<file path="config.mk">
export PLATFORM = sky130hd
export DESIGN_NAME = reg_bank_periph
export DESIGN_NICKNAME = d
export VERILOG_FILES = /design/src/rtl/reg_bank_periph.sv
export SDC_FILE = /design/constraint.sdc
export NUM_CORES = 1
export LEC_CHECK = 0
export ABC_AREA = 1
export CAP_MARGIN = 0
export CORE_AREA = 5 5 86 88
export DETAILED_ROUTE_END_ITERATION = 12
export DIE_AREA = 0 0 91 93
export PLACE_DENSITY = 0.76
export SYNTH_ARGS = -nofsm -noshare
export SYNTH_HDL_FRONTEND = slang
export SYNTH_SLANG_ARGS = --single-unit
</file>
<file path="constraint.sdc">
create_clock -name clk -period 2.5 [get_ports clk]
set_clock_uncertainty 0.1 [all_clocks]
set_input_delay 0.75 -clock clk [delete_from_list [all_inputs] [get_ports clk]]
set_output_delay 0.75 -clock clk [all_outputs]
set_load 0.02 [all_outputs]
</file>
<file path="src/rtl/reg_bank_periph.sv">
// Parametrised register bank behind a valid/ready request and valid/ready response channel.
// Latency: a request accepted at edge N shows its response in cycle N+1; one access per cycle.
// Backpressure: holds at most one response; req_ready = EMPTY || rsp_ready (new accept replaces a consumed response).
// Optional REG_BANK_WMASK_EN adds req_wmask and per-bit masked writes; default build writes full registers.
module reg_bank_periph #(
    parameter int DATA_W   = 8,
    parameter int DEPTH    = 8,
    parameter int ADDR_W   = $clog2(DEPTH),
    parameter int ERRCNT_W = 8
) (
    input  logic                clk,
    input  logic                rst_n,
    input  logic                req_valid,
    output logic                req_ready,
    input  logic                req_wr,
    input  logic [ADDR_W-1:0]   req_addr,
    input  logic [DATA_W-1:0]   req_wdata,
`ifdef REG_BANK_WMASK_EN
    input  logic [DATA_W-1:0]   req_wmask,
`endif
    output logic                rsp_valid,
    input  logic                rsp_ready,
    output logic [DATA_W-1:0]   rsp_rdata,
    output logic                rsp_err,
    output logic [ERRCNT_W-1:0] err_count
);

    // Response-slot occupancy
    localparam logic [0:0] S_EMPTY = 1'b0;
    localparam logic [0:0] S_FULL  = 1'b1;

    logic [0:0]          r_state;
    logic [DATA_W-1:0]   r_regs [DEPTH];
    logic [DATA_W-1:0]   r_rsp_rdata;
    logic                r_rsp_err;
    logic [ERRCNT_W-1:0] r_err_count;

    logic                w_accept;
    logic                w_consume;
    logic                w_in_range;
    logic [DATA_W-1:0]   w_rd_data;
    logic [DATA_W-1:0]   w_wr_data;

    // Handshake decode; req_ready never looks at req_valid so no comb loop with the requester
    always_comb begin
        req_ready  = (r_state == S_EMPTY) || rsp_ready;
        rsp_valid  = (r_state == S_FULL);
        w_accept   = req_valid && req_ready;
        w_consume  = rsp_valid && rsp_ready;
        // Zero-extend the address before comparing so non-power-of-two depths trap the top codes
        w_in_range = (32'(req_addr) < 32'(DEPTH));
    end

    // Read mux and write-data merge; out-of-range addresses never index the array
    always_comb begin
        w_rd_data = '0;
        if (w_in_range) begin
            w_rd_data = r_regs[req_addr];
        end
`ifdef REG_BANK_WMASK_EN
        w_wr_data = (w_rd_data & ~req_wmask) | (req_wdata & req_wmask);
`else
        w_wr_data = req_wdata;
`endif
    end

    // Register array: cleared on reset, changed only by accepted in-range writes
    always_ff @(posedge clk) begin
        if (!rst_n) begin
            for (int i = 0; i < DEPTH; i++) begin
                r_regs[i] <= '0;
            end
        end else if (w_accept && req_wr && w_in_range) begin
            r_regs[req_addr] <= w_wr_data;
        end
    end

    // Response slot: a new accept overwrites (and so also retires) the held response
    always_ff @(posedge clk) begin
        if (!rst_n) begin
            r_state     <= S_EMPTY;
            r_rsp_rdata <= '0;
            r_rsp_err   <= 1'b0;
        end else if (w_accept) begin
            r_state     <= S_FULL;
            // Read data is the pre-write value; writes and errors return zero
            r_rsp_rdata <= (req_wr || !w_in_range) ? '0 : w_rd_data;
            r_rsp_err   <= !w_in_range;
        end else if (w_consume) begin
            r_state     <= S_EMPTY;
            r_rsp_rdata <= '0;
            r_rsp_err   <= 1'b0;
        end
    end

    // Saturating count of error responses
    always_ff @(posedge clk) begin
        if (!rst_n) begin
            r_err_count <= '0;
        end else if (w_accept && !w_in_range && (r_err_count != '1)) begin
            r_err_count <= r_err_count + 1'b1;
        end
    end

    // Output drive
    always_comb begin
        rsp_rdata = r_rsp_rdata;
        rsp_err   = r_rsp_err;
        err_count = r_err_count;
    end

endmodule

</file>
==> summary.md <==
| Metric | Value |
|---|---|
| Status | `complete, no violations` |
| Syn Std Cell Area | `3460 µm²` |
| Max_cap viols | `0` |
| Period minus WS final | `2460 ps` |
| Area grow syn2layout | `19.5%` |
| Worst hold slack | `365 ps` |
| Worst Path Buf+Inv | `3` |
| Final hold violation count | `0` |
| CP max stage cell | `clkdlybuf4s50_1` |
| Core area | `6570 µm²` |
| Antenna violation net count after detailed routing | `0` |
| Clock sinks | `73` |
| Most common cell after layout, fill and taps aside | `nand2_1` |
| Final instance count without filler cells | `535` |
| Top Ports | `35` |
| Hold Path Stages | `2` |
| Clock Tree Root | `clkbuf_8` |
| Pin count of the biggest net entering global routing | `17` |
| Hold_sp | `rsp_rdata[0]$_SDFFE_PN0P_` |
| Starting Density | `52.7%` |
| Overflow left after global routing | `0` |
| CP required | `1650 ps` |
| R2r startpoint | `rsp_valid$_SDFFE_PN0P_` |
| First-pass GRT wire length | `12600 µm` |
| Final nets | `466` |
| DRT Wirelength | `7730 µm` |
| Syn. warnings | `0` |
| Sequential fraction of the synthesis area | `60.8%` |
| Initial DRC Count | `251` |
| Final slew viol count | `0` |
| Tcrit/Tclk final | `98.3%` |
| Yosys top cell area share | `55.6%` |
| Drt pass-1 iters | `5` |
| Power, Total | `2.45 mW` |
| Max Buffers Root-to-Sink | `2` |
| Area occupied by multi-input gates | `987 µm²` |
| Row Count | `30` |
| Critical path peak fanout | `2` |
| Antenna violations before repair | `0` |
| Port Buffers | `25` |
| Worst setup SP type | `input port` |
| Critical Path End Type | `output port` |
| Number of CTS-inserted buffers | `9` |
| Lkg Pwr | `1.91 nW` |
| Layout cells sized above 1 | `10.8%` |
| RSZ-0062 raised after global routing | `no` |
| CTS tree | `yes` |
| Dpl hpwl | `5640 µm` |
| CP Cell Sequence | `clkdlybuf4s50_1 > inv_1 > nand2_1 > clkdlybuf4s15_1` |
| CTS clk-pin slew, worst paths | `70 ps` |
| Synth Area per Inst | `8.71 µm²` |
| CP Class | `in2out` |
| Reg2Reg Depth | `7` |
| Hold Path End | `rsp_rdata[0]$_SDFFE_PN0P_` |
| Clk_lat worst skew | `340 ps` |
| Area leader, netlist | `edfxtp_1` |
| Seq. cell area | `2100 µm²` |
| Instance count of the mapped netlist | `397` |
| Max VDD drop | `372 µV` |
| # fillers | `522` |
| Util after Layout | `63.0%` |
| Vias in the first global route | `2571` |
| Die area | `8460 µm²` |
| Vias after detailed routing | `2647` |
| Total GRT Usage | `19.6%` |
| Final Setup Violations | `0` |
| Die height | `93 µm` |
| Hold WC Path Type | `reg2reg` |
| #FFs+latches synth | `73` |
| Flop-to-flop setup slack | `730 ps` |
| Vias per cell | `4.95` |
| Ant diodes | `0` |
| # DRC | `0` |
| Setup bufs post-CTS | `0` |
| Arrival time of the worst setup path | `1610 ps` |
| GP Congestion | `0.865` |
| Pre-CTS setup slack | `-268 ps` |
| Die Width | `91 µm` |
| Fmax | `407 MHz` |
| Slowest stage delay, CP | `450 ps` |
| WL/cell | `14.5 µm` |
| Distinct cell type count after synthesis | `17` |
| Most frequent cells in the layout | `103 x nand2_1, 74 x inv_1, 65 x nor2_1` |
| CP delay by family, top | `buffers and inverters` |
| Post-route setup slack | `42.3 ps` |
| # H-tree levels | `3` |
| Inst Count DP | `519` |
| Crit Reg-Reg Endpoint | `r_regs[2][6]$_SDFFCE_PN0P_` |
| Pwr/cell area | `593 nW/µm²` |
| Main area contributors after synthesis | `edfxtp_1 56%, nand2_1 11%, inv_1 8.0%` |
-- power breakdown --
group	switching (mW)	internal (mW)	total [mW]	leakage [nW]
Sequential	0.0126	1.36	1.37	0.760
Combinational	0.167	0.0929	0.260	1.06
Clock	0.403	0.418	0.821	0.0850
Total	0.582	1.87	2.45	1.91
-- cells in the mapped netlist, drive strengths merged --
master and count:
nor2 70, nand3 32, nand4 1, edfxtp 64, inv 77, nand2 107
o21ai 9, buf 17, conb 1, a21oi 9, clkinv 1, dfxtp 9
-- per-stage QoR --
stage | instance area [µm²] | setup TNS [ps]
2_1_floorplan | 3490 | 0
5_1_grt | 4140 | 0
3_3_place_gp | 3970 | -5110
6_report | 4140 | 0
3_5_place_dp | 3970 | -7730
4_1_cts | 4130 | 0
-- repair_timing --
action / CTS / global route
gates resized for setup: 1 / 1
endpoints found under the setup margin: 1 / 1
hold buffers: 0 / 0
pin swaps: 0 / 0
-- layer usage --
metal  vias to the layer above  share of wire, %  GRT usage [%]
met1                      1198                43           24.9
met4                         0               2.5           9.29
met3                        14               6.9           4.51
met2                       117                48           32.0
met5                         -                 0              0
li1                       1318                 -              -
-- sequential cells by signal, summed over array words and instances (netlist names) --
register,cells
r_regs,64
rsp_rdata,8
rsp_valid,1
-- worst reg2reg max path, cell delays in order (launching register included) --
cell     delay, ps
dfxtp_1        320
nand2_1         90
buf_4          120
nand4_1        170
nor2_2         180
buf_4          140
nand2_2         50
nand2_1        270
-- logic make-up after synthesis --
family	synth area share, %
and+or+nand+nor	25.0
buffers and inverters	11.6
DFF	60.8
AOI/OAI and AO/OA	2.60
other	0.108
-- cell type report --
class | count | area share (%)
Multi-Input combinational cell | 237 | 23.9
Clock buffer | 16 | 4.11
Inverter | 78 | 7.08
Timing Repair Buffer | 51 | 11.7
Sequential cell | 73 | 50.8
Tap cell | 80 | 2.42
-- worst max-delay path by stage --
stage                   start                         end  slack (ps)  cells past startpoint
floorplan           rsp_ready  r_regs[0][0]$_SDFFCE_PN0P_         310                      6
global placement    rsp_ready                   req_ready        -250                      4
detailed placement  rsp_ready                   req_ready        -270                      4
CTS                 rsp_ready                   req_ready           3                      4
global route        rsp_ready                   req_ready           9                      4
finish              rsp_ready                   req_ready          40                      4
No activity file was read; power rests on OpenSTA's default activity.
